$ cat src/rtl/mem_req_arbiter.sv
// ---------------------------------------------------------------------------
// mem_req_arbiter
//
// Shares one picorv32-style native memory port among NREQ requesters, for
// example the scalar core fetch/LSU and the vector load/store unit. It sits
// upstream of the AXI adapter. Only one transaction is in flight at a time.
// The winner is chosen round-robin. The downstream request is registered and
// stays frozen until mem_ready, and the completion is then routed back to the
// winner.
//
// Parameters:
//   NREQ           number of requesters (>= 2)
//   TIMEOUT_CYCLES watchdog limit in BUSY cycles (watchdog build only)
//
// Build option:
//   MEM_REQ_ARBITER_WATCHDOG_EN  When defined, a BUSY transaction that sees no
//                                mem_ready for TIMEOUT_CYCLES cycles is force-
//                                completed with read data 32'hDEADBEEF, and
//                                timeout_err is set (sticky until reset).
//                                When undefined, BUSY waits indefinitely and
//                                timeout_err is tied to 0.
//
// Ports:
//   clk, resetn           clock, synchronous active-low reset
//   req_valid/instr       per-requester request valid / instruction-fetch flag
//   req_addr/wdata        packed 32-bit fields, requester i at [32*i+31:32*i]
//   req_wstrb             packed 4-bit strobes, 0 = read
//   req_ready             one-hot completion pulse (combinational)
//   req_rdata             read data broadcast, qualified by req_ready
//   mem_valid/instr/addr/wdata/wstrb   registered downstream request
//   mem_ready/rdata       downstream completion and read data
//   grant                 one-hot current owner, 0 when idle
//   timeout_err           sticky watchdog error flag
// ---------------------------------------------------------------------------
module mem_req_arbiter #(
    parameter int unsigned NREQ           = 2,
    parameter int unsigned TIMEOUT_CYCLES = 1024
) (
    input  logic                 clk,
    input  logic                 resetn,
    input  logic [NREQ-1:0]      req_valid,
    input  logic [NREQ-1:0]      req_instr,
    input  logic [NREQ*32-1:0]   req_addr,
    input  logic [NREQ*32-1:0]   req_wdata,
    input  logic [NREQ*4-1:0]    req_wstrb,
    output logic [NREQ-1:0]      req_ready,
    output logic [31:0]          req_rdata,
    output logic                 mem_valid,
    output logic                 mem_instr,
    output logic [31:0]          mem_addr,
    output logic [31:0]          mem_wdata,
    output logic [3:0]           mem_wstrb,
    input  logic                 mem_ready,
    input  logic [31:0]          mem_rdata,
    output logic [NREQ-1:0]      grant,
    output logic                 timeout_err
);

    localparam int unsigned IW = (NREQ > 1) ? $clog2(NREQ) : 1;

    typedef enum logic {
        S_IDLE,
        S_BUSY
    } state_t;

    state_t           r_state;
    state_t           w_state_nxt;

    logic [IW-1:0]    r_last;
    logic [IW-1:0]    r_owner;
    logic [NREQ-1:0]  r_grant;
    logic             r_mem_valid;
    logic             r_mem_instr;
    logic [31:0]      r_mem_addr;
    logic [31:0]      r_mem_wdata;
    logic [3:0]       r_mem_wstrb;

    logic [IW-1:0]    w_win;
    logic             w_any;
    logic             w_done;
    logic             w_wd_fire;

    // Round-robin search. Offsets are visited from NREQ down to 1 so that the
    // last hit, which wins, is the nearest requester above r_last.
    always_comb begin
        int unsigned w_idx;
        w_win = '0;
        w_any = 1'b0;
        for (int unsigned k = 0; k < NREQ; k++) begin
            w_idx = (32'(r_last) + NREQ - k) % NREQ;
            if (req_valid[w_idx]) begin
                w_win = IW'(w_idx);
                w_any = 1'b1;
            end
        end
    end

    // Watchdog
`ifdef MEM_REQ_ARBITER_WATCHDOG_EN
    logic [31:0] r_wd_cnt;
    logic        r_timeout_err;

    assign w_wd_fire   = (r_state == S_BUSY) && (r_wd_cnt == 32'(TIMEOUT_CYCLES));
    assign timeout_err = r_timeout_err;

    always_ff @(posedge clk) begin
        if (!resetn) begin
            r_wd_cnt      <= '0;
            r_timeout_err <= 1'b0;
        end else begin
            if (r_state == S_IDLE) begin
                r_wd_cnt <= '0;
            end else if (!mem_ready && !w_wd_fire) begin
                r_wd_cnt <= r_wd_cnt + 32'd1;
            end
            if (w_wd_fire && !mem_ready) begin
                r_timeout_err <= 1'b1;
            end
        end
    end
`else
    assign w_wd_fire   = 1'b0;
    assign timeout_err = 1'b0;
`endif

    // FSM state register
    always_ff @(posedge clk) begin
        if (!resetn) begin
            r_state <= S_IDLE;
        end else begin
            r_state <= w_state_nxt;
        end
    end

    // FSM next state and completion outputs
    always_comb begin
        w_state_nxt = r_state;
        w_done      = 1'b0;
        req_ready   = '0;
        req_rdata   = mem_rdata;
        case (r_state)
            S_IDLE: begin
                if (w_any) begin
                    w_state_nxt = S_BUSY;
                end
            end
            S_BUSY: begin
                if (mem_ready || w_wd_fire) begin
                    w_done      = 1'b1;
                    w_state_nxt = S_IDLE;
                end
            end
            default: w_state_nxt = S_IDLE;
        endcase
        // A transaction abandoned by reset must not signal completion.
        if (w_done && resetn) begin
            req_ready = r_grant;
        end
        if (w_wd_fire && !mem_ready) begin
            req_rdata = 32'hDEAD_BEEF;
        end
    end

    // Downstream request registers and ownership tracking
    always_ff @(posedge clk) begin
        if (!resetn) begin
            r_mem_valid <= 1'b0;
            r_mem_instr <= 1'b0;
            r_mem_addr  <= '0;
            r_mem_wdata <= '0;
            r_mem_wstrb <= '0;
            r_grant     <= '0;
            r_owner     <= '0;
            r_last      <= IW'(NREQ - 1);
        end else begin
            if (r_state == S_IDLE) begin
                if (w_any) begin
                    r_mem_valid <= 1'b1;
                    r_mem_instr <= req_instr[w_win];
                    r_mem_addr  <= req_addr[w_win*32 +: 32];
                    r_mem_wdata <= req_wdata[w_win*32 +: 32];
                    r_mem_wstrb <= req_wstrb[w_win*4 +: 4];
                    r_grant     <= {{(NREQ-1){1'b0}}, 1'b1} << w_win;
                    r_owner     <= w_win;
                end
            end else if (w_done) begin
                r_mem_valid <= 1'b0;
                r_grant     <= '0;
                r_last      <= r_owner;
            end
        end
    end

    assign mem_valid = r_mem_valid;
    assign mem_instr = r_mem_instr;
    assign mem_addr  = r_mem_addr;
    assign mem_wdata = r_mem_wdata;
    assign mem_wstrb = r_mem_wstrb;
    assign grant     = r_grant;

endmodule

$ cat config.mk
export PLATFORM = sky130hd
export DESIGN_NAME = mem_req_arbiter
export DESIGN_NICKNAME = d
export VERILOG_FILES = /design/src/rtl/mem_req_arbiter.sv
export SDC_FILE = /design/constraint.sdc
export NUM_CORES = 1
export LEC_CHECK = 0
export BUFFER_PORTS_ARGS = -buffer_cell sky130_fd_sc_hd__buf_2
export CAP_MARGIN = 20
export CORE_AREA = 2 2 109 111
export DETAILED_ROUTE_END_ITERATION = 8
export DIE_AREA = 0 0 111 113
export PLACE_DENSITY = 0.74
export REMOVE_ABC_BUFFERS = 1
export SLEW_MARGIN = 20
export SYNTH_ARGS = -nofsm -noshare
export SYNTH_HDL_FRONTEND = slang
export SYNTH_SLANG_ARGS = --single-unit
$ cat constraint.sdc
create_clock -name clk -period 1.4 [get_ports clk]
set_clock_uncertainty 0.2 [all_clocks]
set_input_delay 0.21 -clock clk [delete_from_list [all_inputs] [get_ports clk]]
set_output_delay 0.21 -clock clk [all_outputs]
set_load 0.03 [all_outputs]
==> impl_results.md, run 1 <==
* Post-Syn Area at 3480 um2
* H-tree depth at 3
* CP bufs+invs at 2
* Post-synthesis cell count at 435
* All-Layer GR Usage at 25.9%
* Core footprint at 11,300 um2
* Worst Path Arrival at 1.13 ns
* DR top layer: met5
* Deepest clock path buffer count at 2
* Finished Layout Cells at 914
* Logic pwr share at 30.5%
* Area growth from synthesis to layout at 91.0%
* Max_cap viols at 0
* Final period demand of the worst path at 1.54 ns
* DRT Wirelength at 17,600 um
* Sequential share of the synthesized area at 43.2%
* Global-route wire length before repair at 25,500 um
* CP peak stage delay at 0.36 ns
* Yosys warns at 0
* Post-synth EDFFs at 0
* Crit path max fanout at 4
* Via count at 4,858
* Crit path kind: reg -> out
* Lkg Pwr at 3.19 nW
* Max-slew violation total from the final report at 0
* Commonest cells in the netlist: a21oi_1, dfxtp_1, nand2_1, o21ai_0, buf_4
* Num Clock Sinks at 75
* Critical Path RT at 0.99 ns
* Status: complete, but fails checks
* First drt pass iteration count at 6
* Cell taking the most area after synthesis: dfxtp_1
* WL met2 at 8280 um
* CTS tree: built
* Row cnt at 39
* Post-route DRC at 0
* Width of the die at 111 um
* Final ANT Viol Nets at 0
* Hold WC Path Type: in -> reg
* Synth top area cells: dfxtp_1, a21oi_1, buf_4
* CTS Root Cell: clkbuf_16
* Worst VDD drop at 514 uV
* Yosys reg bits at 75
* P_int at 4.96 mW
* Failing checks: setup timing
* Placed Area at 4490 um2
* Synthesized area per cell at 8.00 um2
* Die footprint at 12,500 um2
* Top cell type's share of synthesized area at 43.2%
* CTS buffer count at 9
* Largest net degree at the start of global routing at 40
* Asr flop ratio synth at 0%
* Hold Slack at 0.0280 ns
* Final WS setup at -0.145 ns
* Final HPWL DP at 8780 um
* Distinct cells, synth at 25
* Crit end category: output pin
* F_max at 647 MHz
* Critical-path cell list: buf_6 -> and4_4 -> buf_6
* Sw Ratio at 31.3%
* DP Cell Count at 742
* Port Buffers at 216
* Most used cell, CP: buf_6
* Initial Util at 30.9%
* Final Hold Vio Count at 0
* Die H at 113 um
* Final setup violating endpoints at 67
* Net total in the final layout at 941
* Reg power frac at 34.3%
* Reg clk slew, reported paths at 0.06 ns
* Drt wl/cell at 19.3 um
* Iter 0 DRT Violations at 398
* Metal3 WL at 1840 um
* Vias per cell at 5.32
* Worst path slowest cell: dfxtp_4
* Unrepaired setup endpoints after global routing: true
* Layout cells sized above 1 at 38.3%
* PD cells at 1090 nW/um2
* IO Pins at 282
* Finished Cell Area at 6640 um2
* Total chip power at 7.22 mW
* Clock share of power at 35.3%
* Commonest register cell after synthesis: dfxtp_1
* CP top delay family: flip-flops
* Crit start category: flip-flop
* Count leader, synth: a21oi_1
* Post-route clock period utilization at 110%
* WL met1 at 6460 um
* GRT Residual Overflow at 0
* Switching pwr at 2.26 mW
* Initial antenna violation count at 0
* Pre-CTS WS at -0.134 ns
* Clk_lat worst skew at 0.33 ns
* Vias in the first global route at 5,053
* Placer congestion estimate at 0.804
[kinds of logic after synthesis]
family,after synthesis,share of synthesized area [%]
AOI/OAI and AO/OA,205,31.6
and+or+nand+nor,83,10.5
DFF,75,43.2
buffers and inverters,71,14.6
other,1,0.108
[power groups by stage]
stage / registers (mW) / logic [mW] / clock network [mW]
detailed placement: 2.49 / 1.56 / 0
finish: 2.47 / 2.20 / 2.54
global route: 2.49 / 2.34 / 2.68
global placement: 2.49 / 1.54 / 0
CTS: 2.45 / 1.98 / 2.58
floorplan: 2.90 / 0.454 / 0
[final timing paths]
path                     start            to  slack (ns)  cells past startpoint
hold reg to reg        r_owner       r_owner        0.27                      2
hold / removal    req_valid[0]       r_state        0.03                      2
setup / recovery       r_state  req_ready[0]       -0.14                      3
setup reg to reg       r_state  mem_wstrb[0]       -0.14                      6
[registers in the layout (all words and copies together), names as in the netlist]
signal / cells
grant: 2
mem_addr: 32
mem_instr: 1
mem_valid: 1
mem_wdata: 32
mem_wstrb: 4
r_last: 1
r_owner: 1
r_state: 1
[stage by stage]
step,utilization [%],TNS (ns)
2_1_floorplan,-,-60.60
3_3_place_gp,39.8,-3.05
3_5_place_dp,39.8,-4.44
4_1_cts,56.8,-3.77
5_1_grt,58.9,-9.38
6_report,58.9,-5.10
[what timing repair did]
action	CTS	global route
pin swaps	10	7
buffers inserted	6	3
hold buffers	138	0
endpoints found under the setup margin	36	75
gates cloned	4	6
gates resized for setup	44	53
endpoints found under the hold margin	70	0
[cells in the final DEF (no fill, tap or decap), types with 2 or more instances in the layout]
cell type / synthesis / final
buf_2: 5 / 214
dlygate4sd3_1: 0 / 138
a21oi_1: 128 / 119
dfxtp_1: 75 / 73
nand2_1: 67 / 67
o21ai_1: 1 / 41
o21ai_0: 62 / 13
clkbuf_16: 0 / 13
buf_6: 8 / 11
o21ai_2: 0 / 9
buf_12: 0 / 9
a21oi_2: 0 / 8
buf_4: 47 / 8
and3_1: 6 / 6
a221o_1: 6 / 6
nand3_1: 4 / 4
buf_16: 0 / 4
a21boi_1: 0 / 2
inv_6: 0 / 2
bufinv_16: 0 / 2
buf_8: 0 / 2
[metal layers]
| layer | track usage, % | vias to the layer above |
|---|---|---|
| met5 | 4.31 | - |
| met4 | 17.0 | 2 |
| met3 | 10.6 | 97 |
| met2 | 42.4 | 394 |
| met1 | 27.3 | 2217 |
| li1 | - | 2148 |
[cell type report]
class / count / area (um2)
multi-input cells: 289 / 1570
fillers: 892 / 4630
clock inverters: 5 / 85.1
inverters: 1 / 3.75
clock buffers: 10 / 239
well taps: 143 / 179
diodes: 1 / 2.50
repair buffers: 390 / 3060
flip-flops and latches: 75 / 1510
Power figures use the tool's default switching activity.
==> inputs of run 2 (changes only) <==
==> constraint.sdc (replaced) <==
create_clock -name clk -period 1.4 [get_ports clk]
set_clock_uncertainty 0.2 [all_clocks]
set_input_delay 0.21 -clock clk [delete_from_list [all_inputs] [get_ports clk]]
set_output_delay 0.21 -clock clk [all_outputs]
set_load 0.005 [all_outputs]
==> run 2 against run 1 <==
  * The run still ends with setup timing left
  * First-iteration DRC count down 17%
  * Clock-buffer cell count unchanged
  * Flip-flop and latch count unchanged
  * Non-clock buffer count up 5
  * Largest cell class unchanged
==> impl_results.md, run 2 (synthesis results as in run 1) <==
* Worst Path Arrival at 1.11 ns
* Final period demand of the worst path at 1.52 ns
* CP peak stage delay at 0.36 ns
* Iter 0 DRT Violations at 332
* DP Cell Count at 742
* Net total in the final layout at 946
* Critical Path RT at 0.99 ns
* Commonest non-fill, non-tap cell in the layout: buf_2
* Via count at 4,946
* Drt wl/cell at 20.7 um
* Vias per cell at 5.38
* Fillcell total at 824
* Vias in the first global route at 5,004
* Core Util, Final at 63.3%
* Register area at 1510 um2
* Num Clock Sinks at 75
* Placed Area at 4490 um2
* Layout cells sized above 1 at 47.6%
* Finished Layout Cells at 919
* Crit start category: flip-flop
* Largest net degree at the start of global routing at 40
* Crit path kind: reg -> out
* CTS tree: built
* Area occupied by multi-input gates at 1950 um2
* Most frequent cells in the layout: buf_2, dlygate4sd3_1, dfxtp_1
* Global-route wire length before repair at 25,300 um
* Row cnt at 39
* Clk_lat worst skew at 0.33 ns
* Crit end category: output pin
* Core footprint at 11,300 um2
* Final Hold Vio Count at 0
* Initial Util at 30.9%
* Pre-CTS WS at -0.134 ns
* Die footprint at 12,500 um2
* Unrepaired setup endpoints after global routing: true
* Die H at 113 um
* Critical-path cell list: buf_6 -> and4_1 -> buf_2
* Reg clk slew, reported paths at 0.07 ns
* DRT Wirelength at 19,000 um
* Failing checks: setup timing
* Setup TNS at -1.33 ns
* CP bufs+invs at 2
* F_max at 658 MHz
* Worst VDD drop at 523 uV
* Width of the die at 111 um
* Status: complete, but fails checks
* CTS buffer count at 9
* Final setup violating endpoints at 46
* Finished Cell Area at 7140 um2
* Crit path max fanout at 6
* All-Layer GR Usage at 25.5%
* Final ANT Viol Nets at 0
* CP top delay family: flip-flops
* Post-route DRC at 0
* H-tree depth at 3
* Max_cap viols at 0
* Post-route clock period utilization at 108%
* Final HPWL DP at 8780 um
* Hold WC Path Type: in -> reg
* PD cells at 995 nW/um2
* R2r setup slk at -0.08 ns
* GRT Residual Overflow at 0
* CTS Root Cell: clkbuf_16
* Max-slew violation total from the final report at 0
* Placer congestion estimate at 0.804
* Final WS setup at -0.119 ns
* Port Buffers at 216
* Initial antenna violation count at 1
* First drt pass iteration count at 6
* Area growth from synthesis to layout at 105%
* Worst path slowest cell: dfxtp_4
* Lkg Pwr at 3.28 nW
* IO Pins at 282
* Total chip power at 7.10 mW
* Hold Slack at 0.0193 ns
* Deepest clock path buffer count at 2
==> run 2: cell count changes in the layout (fill, tap and decap cells not counted), moves of 2 or more <==
cell,delta
and3_1,-2
clkbuf_16,+2
o21ai_2,+5
and3_4,+2
a21oi_4,+16
o21ai_0,+18
buf_12,+6
a21oi_2,+46
buf_2,+2
a21oi_1,-62
o21ai_1,-23
buf_6,-3
==> run 2: what timing repair did <==
item,in CTS,in global routing
pin swaps,13,100
endpoints found under the hold margin,70,1
gates resized for setup,17,153
hold buffers,137,1
setup buffers,5,8
setup endpoints to repair,36,70
cloned,3,9
==> run 2: routing by layer <==
| metal | up-vias | routed length (um) | GRT usage, % |
|---|---|---|---|
| met2 | 361 | 9150 | 41.5 |
| met3 | 110 | 1840 | 10.6 |
| li1 | 2158 | - | - |
| met5 | - | 74 | 4.71 |
| met4 | 2 | 1060 | 16.3 |
| met1 | 2315 | 6860 | 27.3 |
==> run 2: final cells by class <==
cell class | count | share of cell area (%)
sequential | 75 | 21.1
antenna | 1 | 0.0351
inverter | 1 | 0.0526
multi-input combinational | 289 | 27.4
timing repair buffer | 395 | 44.4
tap | 143 | 2.51
clock inverter | 5 | 1.19
clock buffer | 10 | 3.35
==> run 2: worst paths after layout <==
kind,startpoint,to,cells past startpoint
worst max-delay path,r_state,req_ready[0],3
worst min-delay path,req_instr[1],mem_instr,3
worst max register to register,r_last,mem_wdata[15],7
worst min register to register,r_owner,r_owner,2
==> run 2: power breakdown <==
group / switching, mW / total (mW) / internal (mW)
Sequential: 0.130 / 2.48 / 2.35
Combinational: 0.971 / 2.07 / 1.10
Clock: 0.937 / 2.55 / 1.61
Total: 2.04 / 7.10 / 5.07
==> run 2: worst reg2reg max path: cells and delay by family (launching register included) <==
| family | cells | cell delay, ns |
|---|---|---|
| AO/OA/AOI/OAI | 3 | 0.34 |
| buffers and inverters | 4 | 0.56 |
| flip-flops | 1 | 0.33 |
